**src/rtl/dphy_tx_pkg.sv**
```systemverilog
// Shared types and constants for the D-PHY data-lane transmitter.
package dphy_tx_pkg;

    typedef enum logic [3:0] {
        IDLE,
        LP01,
        LP00,
        PREPARE,
        HS_ZERO,
        SYNC,
        DATA,
        TRAIL,
        EXIT
    } state_e;

    localparam logic [7:0] SYNC_BYTE = 8'hB8;

    // LP line codes, ordered {lp_p, lp_n}
    localparam logic [1:0] LP_11 = 2'b11;
    localparam logic [1:0] LP_01 = 2'b01;
    localparam logic [1:0] LP_00 = 2'b00;

endpackage

```
**src/rtl/dphy_tx_lane_shifter.sv**
```systemverilog
// 8:2 serialiser feeding the DDR output primitive; dout[0] goes out first.
module dphy_oserdes_shifter (
    input  logic       dphy_clk,
    input  logic       areset,
    input  logic       start,
    input  logic       run,
    input  logic [7:0] load_data,
    output logic       load_req,
    output logic       phase_pre,
    output logic [1:0] dout
);

    logic [1:0] phase;
    logic [7:0] shreg;

    assign load_req  = (phase == 2'd3);
    assign phase_pre = (phase == 2'd2);

    // shreg holds the bits still to be sent; dout already carries the current pair
    always_ff @(posedge dphy_clk or posedge areset) begin
        if (areset) begin
            phase <= 2'd0;
            shreg <= 8'h00;
            dout  <= 2'b00;
        end else if (start) begin
            phase <= 2'd0;
            shreg <= {2'b00, load_data[7:2]};
            dout  <= load_data[1:0];
        end else if (run) begin
            phase <= phase + 2'd1;
            if (load_req) begin
                shreg <= {2'b00, load_data[7:2]};
                dout  <= load_data[1:0];
            end else begin
                shreg <= shreg >> 2;
                dout  <= shreg[1:0];
            end
        end else begin
            phase <= 2'd0;
            shreg <= 8'h00;
            dout  <= 2'b00;
        end
    end

endmodule

```
**src/rtl/dphy_tx_lane.sv**
```systemverilog
// D-PHY data-lane transmitter: LP entry sequence, HS burst with sync/trail, LP exit.
module dphy_tx_lane
    import dphy_tx_pkg::*;
#(
    parameter int T_LPX        = 16,
    parameter int T_HS_PREPARE = 16,
    parameter int T_HS_ZERO    = 6,
    parameter int T_HS_TRAIL   = 4,
    parameter int T_HS_EXIT    = 32
) (
    input  logic       dphy_clk,
    input  logic       areset,
    input  logic       hs_req,
    input  logic [7:0] byte_data,
    input  logic       byte_valid,
    output logic       byte_ready,
    output logic [1:0] dout,
    output logic       hs_oe,
    output logic       lp_p,
    output logic       lp_n,
    output logic       busy,
    output state_e     dbg_state
);

    localparam int M_A     = (T_LPX > T_HS_PREPARE) ? T_LPX : T_HS_PREPARE;
    localparam int M_B     = (T_HS_ZERO > T_HS_TRAIL) ? T_HS_ZERO : T_HS_TRAIL;
    localparam int M_C     = (M_A > M_B) ? M_A : M_B;
    localparam int CNT_MAX = (M_C > T_HS_EXIT) ? M_C : T_HS_EXIT;
    localparam int CNT_W   = $clog2(CNT_MAX + 1);

    localparam logic [CNT_W-1:0] LPX_LD   = CNT_W'(T_LPX - 1);
    localparam logic [CNT_W-1:0] PREP_LD  = CNT_W'(T_HS_PREPARE - 1);
    localparam logic [CNT_W-1:0] ZERO_LD  = CNT_W'(T_HS_ZERO - 1);
    localparam logic [CNT_W-1:0] TRAIL_LD = CNT_W'(T_HS_TRAIL - 1);
    localparam logic [CNT_W-1:0] EXIT_LD  = CNT_W'(T_HS_EXIT - 1);

    state_e           state;
    logic [CNT_W-1:0] cnt;
    logic             cnt_zero;
    logic             last_msb;
    logic [7:0]       trail_byte;
    logic [7:0]       load_data;
    logic             load_req;
    logic             phase_pre;
    logic             sh_start;
    logic             sh_run;

    assign dbg_state  = state;
    assign cnt_zero   = (cnt == '0);
    assign trail_byte = last_msb ? 8'h00 : 8'hFF;
    assign sh_start   = (state == PREPARE) && cnt_zero;
    // The last trail byte finishes on this load_req; stop instead of loading again
    assign sh_run     = (state inside {HS_ZERO, SYNC, DATA, TRAIL})
                        && !((state == TRAIL) && load_req && cnt_zero);

    always_comb begin
        load_data = 8'h00;
        case (state)
            HS_ZERO:    load_data = cnt_zero ? SYNC_BYTE : 8'h00;
            SYNC, DATA: load_data = byte_valid ? byte_data : trail_byte;
            TRAIL:      load_data = trail_byte;
            default:    load_data = 8'h00;
        endcase
    end

    dphy_oserdes_shifter u_shifter (
        .dphy_clk  (dphy_clk),
        .areset    (areset),
        .start     (sh_start),
        .run       (sh_run),
        .load_data (load_data),
        .load_req  (load_req),
        .phase_pre (phase_pre),
        .dout      (dout)
    );

    // Handshake: a byte transfers on a rising edge where byte_valid && byte_ready;
    // byte_ready is offered only on the phase==3 cycle of SYNC/DATA, and a low
    // byte_valid on that cycle ends the packet.
    always_ff @(posedge dphy_clk or posedge areset) begin
        if (areset) begin
            state        <= IDLE;
            cnt          <= '0;
            last_msb     <= 1'b0;
            {lp_p, lp_n} <= LP_11;
            hs_oe        <= 1'b0;
            busy         <= 1'b0;
            byte_ready   <= 1'b0;
        end else begin
            byte_ready <= ((state == SYNC) || (state == DATA)) && phase_pre;
            case (state)
                IDLE: begin
                    if (hs_req) begin
                        state        <= LP01;
                        cnt          <= LPX_LD;
                        {lp_p, lp_n} <= LP_01;
                        busy         <= 1'b1;
                    end
                end
                LP01: begin
                    if (cnt_zero) begin
                        state        <= LP00;
                        cnt          <= LPX_LD;
                        {lp_p, lp_n} <= LP_00;
                    end else begin
                        cnt <= cnt - 1'b1;
                    end
                end
                LP00: begin
                    if (cnt_zero) begin
                        state <= PREPARE;
                        cnt   <= PREP_LD;
                        hs_oe <= 1'b1;
                    end else begin
                        cnt <= cnt - 1'b1;
                    end
                end
                PREPARE: begin
                    if (cnt_zero) begin
                        state <= HS_ZERO;
                        cnt   <= ZERO_LD;
                    end else begin
                        cnt <= cnt - 1'b1;
                    end
                end
                HS_ZERO: begin
                    if (load_req) begin
                        if (cnt_zero) begin
                            state    <= SYNC;
                            last_msb <= SYNC_BYTE[7];
                        end else begin
                            cnt <= cnt - 1'b1;
                        end
                    end
                end
                SYNC, DATA: begin
                    if (load_req) begin
                        if (byte_valid) begin
                            state    <= DATA;
                            last_msb <= byte_data[7];
                        end else begin
                            state <= TRAIL;
                            cnt   <= TRAIL_LD;
                        end
                    end
                end
                TRAIL: begin
                    if (load_req) begin
                        if (cnt_zero) begin
                            state        <= EXIT;
                            cnt          <= EXIT_LD;
                            hs_oe        <= 1'b0;
                            {lp_p, lp_n} <= LP_11;
                        end else begin
                            cnt <= cnt - 1'b1;
                        end
                    end
                end
                EXIT: begin
                    if (cnt_zero) begin
                        state <= IDLE;
                        busy  <= 1'b0;
                    end else begin
                        cnt <= cnt - 1'b1;
                    end
                end
                default: state <= IDLE;
            endcase
        end
    end

endmodule

```
**config.mk**
```make
export PLATFORM = sky130hd
export DESIGN_NAME = dphy_tx_lane
export DESIGN_NICKNAME = d
export VERILOG_FILES = /design/src/rtl/dphy_tx_pkg.sv /design/src/rtl/dphy_tx_lane_shifter.sv /design/src/rtl/dphy_tx_lane.sv
export SDC_FILE = /design/constraint.sdc
export NUM_CORES = 1
export LEC_CHECK = 0
export CORE_ASPECT_RATIO = 1.25
export CORE_MARGIN = 2
export CORE_UTILIZATION = 47
export CTS_BUF_LIST = sky130_fd_sc_hd__clkbuf_8
export DETAILED_ROUTE_END_ITERATION = 10
export PLACE_DENSITY = 0.81
export SYNTH_ARGS = -nofsm -noshare
export SYNTH_HDL_FRONTEND = slang
export SYNTH_HIERARCHICAL = 1
export SYNTH_SLANG_ARGS = --single-unit
```
**constraint.sdc**
```tcl
create_clock -name dphy_clk -period 2.8 [get_ports dphy_clk]
set_input_delay 0.42 -clock dphy_clk [delete_from_list [all_inputs] [get_ports dphy_clk]]
set_output_delay 0.42 -clock dphy_clk [all_outputs]
set_load 0.005 [all_outputs]
```
-- Word-level counts from Yosys, hierarchy flattened
Cells that the tools add are included.
- output and inout port bits: 11
- input port bits: 12
- register bits: 28
- word-level logic and storage cells: 105
- equality and inequality tests: 22
- mux-type cells: 47
- reductions and logical operators: 23
- add/sub/neg operators: 2
- operator list (cell ; number):
    6-bit 2-to-1 mux ; 11
    6-bit one-hot mux with 7 select lines ; 1
    4-bit 2-to-1 mux ; 10
    8-bit 2-to-1 mux ; 4
    4-bit one-hot mux with 8 select lines ; 1
    2-bit != test, second input constant ; 12
    8-bit one-hot mux with 3 select lines ; 1
    4-bit by 3-bit == test with 1-bit output, second input constant ; 4
    2-bit 2-to-1 mux ; 5
    10-bit AND reduction ; 1
    5-bit AND reduction ; 2
    1-bit 2-to-1 mux ; 9
    4-bit by 2-bit == test with 1-bit output, second input constant ; 2
    7-bit nonzero test ; 1
    6-bit logical NOT ; 1
    1-bit one-hot mux with 2 select lines ; 3
    1-bit one-hot mux with 3 select lines ; 2
    6-bit AND reduction ; 1
    2-bit nonzero test ; 3
    6-bit by 1-bit subtractor with 6-bit output, second input constant ; 1
    1-bit logical AND ; 5
    2-bit == test, second input constant ; 2
    4-bit by 1-bit == test with 1-bit output, second input constant ; 1
    4-bit == test, second input constant ; 1
    9 further kinds ; 10

-- Longest topological paths before layout
Gate-level depths: netlist of the first run.
- word-level depth: 7
- depth in mapped cells: 11
- mapped depth without buffers: 9

-- By module
Netlist of the first run, hierarchy kept.
- modules (own cells, without submodules) (module ; cells each ; seq. area each (µm²) ; instances ; area each (µm²)):
    dphy_tx_lane ; 174 ; 402.9 ; 1 ; 1461.4
    dphy_oserdes_shifter ; 47 ; 250.2 ; 1 ; 519.2

-- Worst setup path before layout of the first run
OpenSTA, ideal clock, no wires.
- path type: flip-flop to flip-flop
- start point: register cnt[0]
- end point: register cnt[1]
- stages on the path, launching flop included: 9
- slack: 0.847 ns
- arrival: 1.828 ns
- setup time: 0.125 ns
- data required time: 2.675 ns
- buffers on the path: 1
- cells stage by stage: dfrtp_1 > inv_1 > ha_1 > nor2b_1 > buf_4 > a31oi_1 > nor3_4 > or2_4 > mux2_4
- longest elaborated chain between the ends: 4
- elaborated cells on any way between the ends: 9
- RTL lines (item ; RTL line ; source):
    start, declared ; dphy_tx_lane.sv:38 ; logic [CNT_W-1:0] cnt;
    start signal, assigned ; dphy_tx_lane.sv:106 ; cnt <= cnt - 1'b1;
    start signal, assigned ; dphy_tx_lane.sv:115 ; cnt <= cnt - 1'b1;
    start signal, assigned ; dphy_tx_lane.sv:123 ; cnt <= cnt - 1'b1;
    6-bit by 1-bit subtractor with 6-bit output / 6-bit logical NOT (equally long branches) ; n/a ;
    6-bit 2-to-1 mux, on equally long branches ; dphy_tx_lane.sv:149, dphy_tx_lane.sv:128, dphy_tx_lane.sv:160 ;
    6-bit 2-to-1 mux, on equally long branches ; dphy_tx_lane.sv:148, dphy_tx_lane.sv:127 ;
    6-bit one-hot mux with 7 select lines * ; dphy_tx_lane.sv:91 ; case (state)
Mark *: on every way between the ends. The rest lies on a longest branch, timed or not. The select of a mux whose other input is x is not followed.
A chain may end at the register's enable or synchronous reset.

-- Final worst setup path of the first run
- start point: register cnt[0]
- end point: register u_shifter.dout[1]
- longest elaborated chain between the ends: 6
- elaborated cells on any way between the ends: 7
- RTL lines (item ; RTL line ; source):
    6-bit logical NOT ; dphy_tx_lane.sv:49 ; assign cnt_zero = (cnt == '0);
    1-bit logical AND ; dphy_tx_lane.sv:54 ; && !((state == TRAIL) && load_req && cnt_zero);
    1-bit logical NOT ; dphy_tx_lane.sv:54 ;
    1-bit logical AND ; dphy_tx_lane.sv:54 ;
    named net sh_run ; dphy_tx_lane.sv:46 ; logic sh_run;
    2-bit 2-to-1 mux ; dphy_tx_lane_shifter.sv:29 ; end else if (run) begin
    2-bit 2-to-1 mux ; dphy_tx_lane_shifter.sv:25 ; end else if (start) begin
    end signal, assigned ; dphy_tx_lane_shifter.sv:28 ; dout <= load_data[1:0];
    end signal, assigned ; dphy_tx_lane_shifter.sv:33 ; dout <= load_data[1:0];
    end signal, assigned ; dphy_tx_lane_shifter.sv:36 ; dout <= shreg[1:0];
    end, declared ; dphy_tx_lane_shifter.sv:10 ; output logic [1:0] dout
The timed path passes the listed nets, and every way through them passes these cells.

==> results of run 1 <==
==> flip-flops by register name, summed over array words and instances (netlist names) <==
name             cells
lp_p                 1
u_shifter/shreg      6
u_shifter/dout       2
byte_ready           1
cnt                  6
last_msb             1
lp_n                 1
dbg_state            4
hs_oe                1
u_shifter/phase      2
busy                 1
==> cells by family (layout without fill, tap and decap cells) <==
kind of cell	Yosys count	count (layout)	share of synthesized area
XOR/XNOR	2	2	0.00885
adder cells (fa/ha/maj)	8	8	0.0442
multiplexers	3	3	0.0177
buffers and inverters	33	51	0.0790
AND/OR/NAND/NOR	81	81	0.241
AO/OA/AOI/OAI	68	68	0.279
flip-flops	26	26	0.330
==> placed cells by master (no fill, tap or decap), drive strengths merged, types with 8 or more instances in the layout <==
cell type	Yosys	routed
inv	16	16
o21ai	8	8
a21oi	11	11
nand2	17	17
clkdlybuf4s50	0	22
and2	8	8
nor2	16	16
nand2b	11	11
nand3	8	8
dfrtp	24	24
buf	15	9
==> final cells by class <==
cell class	count	area [um2]	share of cell area
repair buffers	31	288	0.124
clock buffers	3	41.3	0.0178
flip-flops and latches	26	653	0.282
multi-input cells	162	1170	0.506
well taps	56	70.1	0.0303
clock inverters	1	30.0	0.0130
inverters	16	60.1	0.0260
==> worst max-delay path by stage <==
stage / from / end / slack (ns) / cells past startpoint
CTS: cnt[0] / u_shifter/shreg[0] / 0.67 / 9
finish: cnt[0] / u_shifter/dout[1] / 0.69 / 9
detailed placement: byte_valid / u_shifter/shreg[3] / 0.69 / 8
floorplan: cnt[0] / cnt[1] / 0.85 / 8
global route: cnt[0] / u_shifter/shreg[0] / 0.52 / 9
global placement: cnt[0] / u_shifter/shreg[0] / 0.71 / 9
==> layer usage <==
layer	up-vias	GRT usage
met3	6	0.0255
met5	-	0
met4	0	0.0447
met1	859	0.282
met2	52	0.356
li1	837	-
==> critical path: stages, from the launching register on <==
cell	delay [ns]
dfrtp_1	0.41
inv_1	0.06
ha_1	0.20
nor2b_1	0.12
buf_4	0.17
and2_1	0.23
a31oi_1	0.22
buf_4	0.21
nand2b_4	0.12
o311ai_2	0.27
==> per-stage QoR <==
step	instance area, um2	total power [mW]
after detailed placement	2240	1.98
final	2310	2.30
after CTS	2310	2.30
after global placement	2240	1.94
after global routing	2310	2.48
after floorplan	1980	1.63
==> synth_stat cells, types with 2 or more instances <==
| library cell | number |
|---|---|
| nor3_4 | 2 |
| nor3_1 | 3 |
| nand4_1 | 2 |
| nor2_1 | 16 |
| dfrtp_1 | 24 |
| ha_1 | 3 |
| buf_2 | 11 |
| a211o_1 | 2 |
| nand3_1 | 8 |
| buf_6 | 2 |
| o21ai_1 | 4 |
| a211oi_1 | 2 |
| dfstp_2 | 2 |
| clkbuf_1 | 2 |
| mux2i_1 | 2 |
| o31ai_1 | 3 |
| a22oi_1 | 2 |
| o21a_1 | 3 |
| o32a_1 | 3 |
| nand2_1 | 16 |
| inv_1 | 15 |
| a31oi_1 | 4 |
| o211ai_1 | 2 |
| nor2b_1 | 2 |
| a21oi_1 | 10 |
| a21o_1 | 6 |
| and2_1 | 8 |
| maj3_1 | 5 |
| nand2b_1 | 10 |
| o21ai_0 | 4 |
| o22a_1 | 2 |
| o21bai_1 | 2 |
| o311ai_2 | 6 |
==> power by group through the flow <==
stage	combinational, mW	clock (mW)	sequential [mW]
after floorplan	1.03	0	0.593
after global placement	1.30	0	0.641
after detailed placement	1.34	0	0.646
after CTS	1.34	0.321	0.640
after global routing	1.49	0.336	0.661
final	1.34	0.318	0.641
==> impl_metrics.toml, run 1 <==
[timing]
worst_pin_slew_ns = 0.666
max_freq_mhz = 474
fin_crit_sh = 0.754
slew_headroom = 0.555
finalHoldWorstSlack_ns = 0.440
hold_violations = 0
drv_slew = 0
skew_ns = 0.0103
period_needed_ns = 2.11
fin_tns_setup_ns = 0
rsz0062_at_grt = "no"
setup_viol = 0
timing.final.ws_setup_ns = 0.690

[clock_tree]
cts_buffers = 3
cts_resized = 0
cts.clk_slew.worst_paths_ns = 0.10
cts_sinks = 26
cts_buffer_depth = 2
cts_tree = "built"
worstSkewPairLatency_ns = 0.28
postCtsSetupBuffers = 0
cts_max_level = 1
cts_hold_buffers = 0
root_buffer = "clkbuf_8"

[pwr]
peakVddDrop_mv = 0.491
swShare = 0.430
p_seq_frac = 0.278
cellLeakagePower_nw = 0.961
power.density_mw_per_mm2 = 995
p_comb_frac = 0.584
clock_power_share = 0.138
p_sw_mw = 0.989
intPower_mw = 1.31

[cells_and_area]
syn2layout_area_growth_pct = 16.8
nFillCells = 365
nNetsFinal = 255
final_layout_size_suffix_gt1_frac = 0.146
fin_util = 0.569
final-instance-count-excl-fill = 295
num_antenna_cells = 0

[route]
wl_met1_um = 1900
met3_length_um = 205
first_iter_violations = 145
postRouteAntennaNets = 0
drc = 0
met2WireLength_um = 2500
via_per_inst = 5.95
drt-total-wl_um = 4650
top_layer_used = "met4"
wl_per_cell_um = 15.7
firstDrtPassIters = 4
num_vias = 1754

[critical_path]
cp-start-kind = "register"
r2r_slack_ns = 0.69
reg2reg_depth = 9
timing.rr.end = "u_shifter/dout[1]"
worst_setup_path_end_kind = "register"
worstPathRequired_ns = 2.98
r2r_start = "cnt[0]"
crit_arrival_ns = 2.29
criticalPathCategory = "reg2reg"
crit_path_max_fanout = 11

[placed_design]
dp_slack_ns = 0.692
place_inst = 291
dp_hpwl_um = 3490
port_buffers = 22
routabilityCongestion = 0.855

[floorplanning]
ios = 23
rows = 26
die_w_um = 62.1
initial_core_util = 0.487
die_area_mm2 = 0.00475
core-area_mm2 = 0.00407
die-height_um = 76.6

[grt]
grt_max_degree = 17
grt_pass1_wl_um = 7920
grt_antenna_before_repair = 0
first_global_vias = 1701
grt_overflow = 0
gr-usage-all-layers = 0.211

[yosys]
syn-num-nets = 236
yosys_warnings = 6
netlist_instances = 221
synth_flop_cell = "dfrtp_1"
synth_edf_count = 0
synth_top_area_share = 0.303
synthesis.area_mm2 = 0.00198
yosysSeqAreaShare = 0.330
yosys-top-cells-area = "dfrtp_1 30%, o311ai_2 4.9%, nand2b_1 3.2%, nand2_1 3.0%, nor2_1 3.0%"
synth_cell_type_count = 66
ys_ff_latch = 26
syn_area_per_cell_um2 = 8.96
yosysTopAreaCell = "dfrtp_1"
synthArstFlopShare = 1.00

[worst_hold_path]
hold_class = "in2async"

[job]
maxCapViolCount = 0

[status]
status = "complete, no violations"
(Power assumes the default switching activity.)
==> run 2: changes to the inputs <==
==> constraint.sdc (replaced) <==
create_clock -name dphy_clk -period 2 [get_ports dphy_clk]
set_input_delay 0.3 -clock dphy_clk [delete_from_list [all_inputs] [get_ports dphy_clk]]
set_output_delay 0.3 -clock dphy_clk [all_outputs]
set_load 0.005 [all_outputs]
==> impl_metrics.toml, run 2 (synthesis gave the netlist of run 1 again) <==
[floorplanning]
rows = 26
die_w_um = 62.1
die_area_mm2 = 0.00475
die-height_um = 76.6
initial_core_util = 0.487
ios = 23
core-area_mm2 = 0.00407

[pwr]
power_mw = 3.48
intPower_mw = 2.01
p_comb_frac = 0.630
p_seq_frac = 0.239
clock_power_share = 0.130
cellLeakagePower_nw = 1.06
p_sw_mw = 1.46
swShare = 0.421
power.density_mw_per_mm2 = 1390
peakVddDrop_mv = 0.725

[clock_tree]
cts_max_level = 1
cts_sinks = 26
cts.clk_slew.worst_paths_ns = 0.10
cts_tree = "built"
cts_buffer_depth = 2
root_buffer = "clkbuf_8"
cts_buffers = 3
worstSkewPairLatency_ns = 0.28

[route]
wl_per_cell_um = 15.3
drt-total-wl_um = 4820
first_iter_violations = 75
postRouteAntennaNets = 0
num_vias = 1837
firstDrtPassIters = 4
drc = 0
via_per_inst = 5.83

[critical_path]
criticalPathCategory = "reg2reg"
crit_arrival_ns = 2.08
cp-start-kind = "register"
worst_setup_path_end_kind = "register"
worstPathRequired_ns = 2.16
crit_path_max_fanout = 9

[grt]
grt_max_degree = 19
grt_pass1_wl_um = 8080
grt_overflow = 0
gr-usage-all-layers = 0.220
first_global_vias = 1754
grt_antenna_before_repair = 0

[timing]
setup_viol = 0
worst_pin_slew_ns = 0.450
rsz0062_at_grt = "no"
hold_violations = 0
drv_slew = 0
period_needed_ns = 1.91
slew_headroom = 0.698
skew_ns = 0.00394
fin_crit_sh = 0.956
timing.final.ws_setup_ns = 0.0870
max_freq_mhz = 523

[cells_and_area]
nNetsFinal = 275
final-instance-count-excl-fill = 315
final_layout_size_suffix_gt1_frac = 0.239
fin_area_mm2 = 0.00250
num_antenna_cells = 0
syn2layout_area_growth_pct = 26.2
layout_common_cells = "28 x buf_4, 22 x dfrtp_1, 22 x clkdlybuf4s50_1"
final_common_cell = "buf_4"
fin_util = 0.614

[job]
maxCapViolCount = 0

[placed_design]
dp_hpwl_um = 3560
dp_slack_ns = -0.00363
port_buffers = 22
placed_cell_area_mm2 = 0.00238
routabilityCongestion = 0.833
place_inst = 310

[worst_hold_path]
hold_class = "in2async"

[status]
status = "complete, no violations"
-- run 2: cell types whose count changed in the layout (fill, tap and decap cells not counted), sizes merged --
cell  before  now
buf        9   29
-- run 2: power by group through the flow --
stage          sequential (mW)  combinational [mW]  clock, mW
6_report                 0.832                2.19      0.453
5_1_grt                  0.854                2.40      0.483
4_1_cts                  0.823                2.12      0.462
3_5_place_dp             0.835                2.10          0
3_3_place_gp             0.833                2.05          0
2_1_floorplan            0.831                1.45          0
-- run 2: worst paths after layout --
path | slack (ns) | start | to | depth (start not counted)
worst max-delay path | 0.09 | dbg_state[0] | u_shifter/shreg[2] | 8
worst min-delay path | 0.36 | areset | u_shifter/shreg[2] | 2
worst max register to register | 0.09 | dbg_state[0] | u_shifter/shreg[2] | 8
max in group asynchronous | 1.34 | areset | u_shifter/shreg[4] | 2
worst min register to register | 0.47 | u_shifter/phase[0] | u_shifter/phase[0] | 1
min in group dphy_clk | 0.47 | u_shifter/phase[0] | u_shifter/phase[0] | 1
-- run 2: final cells by class --
type | count | area, um2
fill | 344 | 1570
clock inverter | 1 | 30.0
inverter | 16 | 60.1
multi-input combinational | 162 | 1200
clock buffer | 3 | 41.3
sequential | 26 | 656
timing repair buffer | 51 | 442
tap | 56 | 70.1
-- run 2: per-layer routing --
metal	vias up	GRT usage	share of wire
met5	-	0	0
met4	0	0.0766	0.018
met3	10	0.0238	0.034
met2	56	0.361	0.51
met1	887	0.291	0.44
li1	884	-	-
-- run 2: critical path, cell delays in order, from the launching register on --
cell and delay, ns:
dfrtp_1 0.43, buf_4 0.19, buf_4 0.17, maj3_1 0.34
a22oi_1 0.17, nor2_2 0.08, a21o_1 0.19, nand3_1 0.11
o311ai_2 0.10
-- run 2: repair_timing --
action,CTS,global route
resized for setup,0,10
hold buffers,0,0
setup endpoints to repair,0,16
buffers inserted,0,1
-- run 2: through the flow --
stage	hold slack (ns)	setup TNS, ns
final	0.361	0
after floorplan	0.140	0
after CTS	0.383	0
after global placement	0.446	0
after detailed placement	0.459	-0.00363
after global routing	0.400	0
==> run 3: changes to the inputs <==
--- a/config.mk
+++ b/config.mk
@@ -5,12 +5,13 @@
 export SDC_FILE = /design/constraint.sdc
 export NUM_CORES = 1
 export LEC_CHECK = 0
+export ABC_AREA = 1
 export CORE_ASPECT_RATIO = 1.25
 export CORE_MARGIN = 2
 export CORE_UTILIZATION = 47
 export CTS_BUF_LIST = sky130_fd_sc_hd__clkbuf_8
 export DETAILED_ROUTE_END_ITERATION = 10
-export PLACE_DENSITY = 0.81
+export PLACE_DENSITY_LB_ADDON = 0.3
 export SYNTH_ARGS = -nofsm -noshare
 export SYNTH_HDL_FRONTEND = slang
 export SYNTH_HIERARCHICAL = 1
==> impl_metrics.toml, run 3 <==
[yosys]
synth_edf_count = 0
synth-xor-area-share = 0.0100
synth_top_family_by_area = "simple AND/OR/NAND/NOR gates"
synth_mux_area_frac = 0
syn_area_per_cell_um2 = 6.67
ys_ff_latch = 26
synthAdderAreaFrac = 0.0215
synth_flop_cell = "dfrtp_1"
netlist_instances = 262
synth_compound_area_frac = 0.0816
yosysTopAreaCell = "dfrtp_1"
syn-num-nets = 277
synthArstFlopShare = 1.00
yosys-top-cells-area = "dfrtp_1 34%, nand2_1 18%, nor2_1 6.7%, nand3_1 6.6%, inv_1 6.4%"
synth.most_common_cell = "nand2_1"
yosys_warnings = 6
synthesis.area_mm2 = 0.00175
synth_top_area_share = 0.344
synth_cell_type_count = 29
yosys.area_share.simple = 0.420
synthTopCellsByCount = "86 x nand2_1, 31 x nor2_1, 30 x inv_1, 24 x dfrtp_1, 23 x nand3_1"
yosysSeqAreaShare = 0.374

[route]
firstDrtPassIters = 4
postRouteAntennaNets = 0
first_iter_violations = 51
wl_per_cell_um = 11.6
drc = 0
num_vias = 1667
via_per_inst = 5.07
drt-total-wl_um = 3810

[timing]
rsz0062_at_grt = "no"
drv_slew = 0
skew_ns = 0.00703
timing.final.ws_setup_ns = 0.239
hold_violations = 0
setup_viol = 0
period_needed_ns = 1.76
fin_tns_setup_ns = 0
worst_pin_slew_ns = 0.665
fin_crit_sh = 0.880
slew_headroom = 0.556
finalHoldWorstSlack_ns = 0.319
max_freq_mhz = 568

[placed_design]
port_buffers = 22
place_inst = 325
dp_hpwl_um = 3010
routabilityCongestion = 0.898
dp_slack_ns = 0.229
placed_cell_area_mm2 = 0.00203

[worst_hold_path]
hold_class = "in2async"

[floorplanning]
core-area_mm2 = 0.00351
ios = 23
die_w_um = 58.5
die_area_mm2 = 0.00423
rows = 24
die-height_um = 72.2
initial_core_util = 0.498

[critical_path]
cp-start-kind = "register"
r2r_start = "dbg_state[3]"
crit_path_max_fanout = 8
worst_setup_path_end_kind = "register"
timing.rr.end = "u_shifter/dout[0]"
worstPathRequired_ns = 2.17
reg2reg_depth = 7
criticalPathCategory = "reg2reg"
r2r_slack_ns = 0.24
crit_arrival_ns = 1.93

[cells_and_area]
fin_util = 0.596
multiInputGateArea_um2 = 936
syn2layout_area_growth_pct = 19.8
nNetsFinal = 306
fin_area_mm2 = 0.00209
final_common_cell = "nand2_1"
seqCellArea_um2 = 653
layout_common_cells = "86 x nand2_1, 31 x nor2_1, 30 x inv_1"
num_antenna_cells = 0
final_layout_size_suffix_gt1_frac = 0.138
nFillCells = 333
final-instance-count-excl-fill = 329

[pwr]
cellLeakagePower_nw = 1.11
power.density_mw_per_mm2 = 1460
power_mw = 3.05
peakVddDrop_mv = 0.941

[grt]
grt_pass1_wl_um = 6870
grt_overflow = 0
first_global_vias = 1550
grt_antenna_before_repair = 0
gr-usage-all-layers = 0.207
grt_max_degree = 17

[job]
maxCapViolCount = 0

[clock_tree]
cts_tree = "built"
root_buffer = "clkbuf_8"
cts_sinks = 26
worstSkewPairLatency_ns = 0.27
postCtsSetupBuffers = 0
cts_buffers = 3
cts_buffer_depth = 2
cts_max_level = 1
cts.clk_slew.worst_paths_ns = 0.09

[status]
status = "complete, no violations"
[run 3: cell types whose count changed in the layout (fill, tap and decap cells not counted), moves of 5 or more]
cell      delta
a21oi_1      -6
nand2_1     +71
nand3_1     +15
inv_1       +15
nand2b_1    -10
nor2_1      +16
nand2_2      +8
and2_1       -8
a21o_1       -6
o21ai_0     +12
o311ai_2     -6
buf_4       -23
maj3_1       -5
inv_2        +7
[run 3: layout make-up]
| type | instances | share of cell area |
|---|---|---|
| multi-input cells | 195 | 0.447 |
| inverters | 38 | 0.0681 |
| clock buffers | 4 | 0.0263 |
| flip-flops and latches | 26 | 0.312 |
| well taps | 39 | 0.0233 |
| repair buffers | 27 | 0.123 |
[run 3: where the power goes]
| part | internal [mW] | total (mW) | switching [mW] | leakage [nW] |
|---|---|---|---|---|
| sequential | 0.706 | 0.866 | 0.161 | 0.334 |
| combinational | 0.706 | 1.84 | 1.13 | 0.748 |
| clock | 0.176 | 0.342 | 0.166 | 0.0288 |
[run 3: per-layer routing]
metal	track usage	share of wire	vias up
met5	0	0	-
met4	0.0724	0.019	0
met3	0.0196	0.028	8
met2	0.365	0.50	26
met1	0.262	0.45	760
li1	-	-	873
[run 3: cell families (layout without fill, tap and decap cells)]
group	Yosys count	in the layout
buffers and inverters	41	69
adders and majority gates	3	3
and+or+nand+nor	164	164
DFF	26	26
xor gates and xnor gates	2	2
AOI/OAI and AO/OA	26	26
[run 3: worst max path at each step]
stage / from / to / slack (ns)
2_1_floorplan: cnt[0] / u_shifter/shreg[4] / 0.33
5_1_grt: cnt[0] / u_shifter/shreg[1] / 0.05
4_1_cts: cnt[0] / u_shifter/shreg[3] / 0.22
3_3_place_gp: dbg_state[3] / u_shifter/shreg[0] / 0.26
3_5_place_dp: cnt[0] / u_shifter/shreg[3] / 0.23
6_report: dbg_state[3] / u_shifter/dout[0] / 0.24
[run 3: critical path, cell delays in order, from the launching register on]
cell and delay, ns:
dfrtp_1 0.50, nor2_2 0.27, nand2_1 0.18, nor2_1 0.33, buf_4 0.20, o21ai_0 0.08
nand2_1 0.06, nor2_1 0.04
[run 3: timing repair]
item	4_1_cts	5_1_grt
endpoints found under the setup margin	0	1
gates resized for setup	0	1
hold buffers	0	0
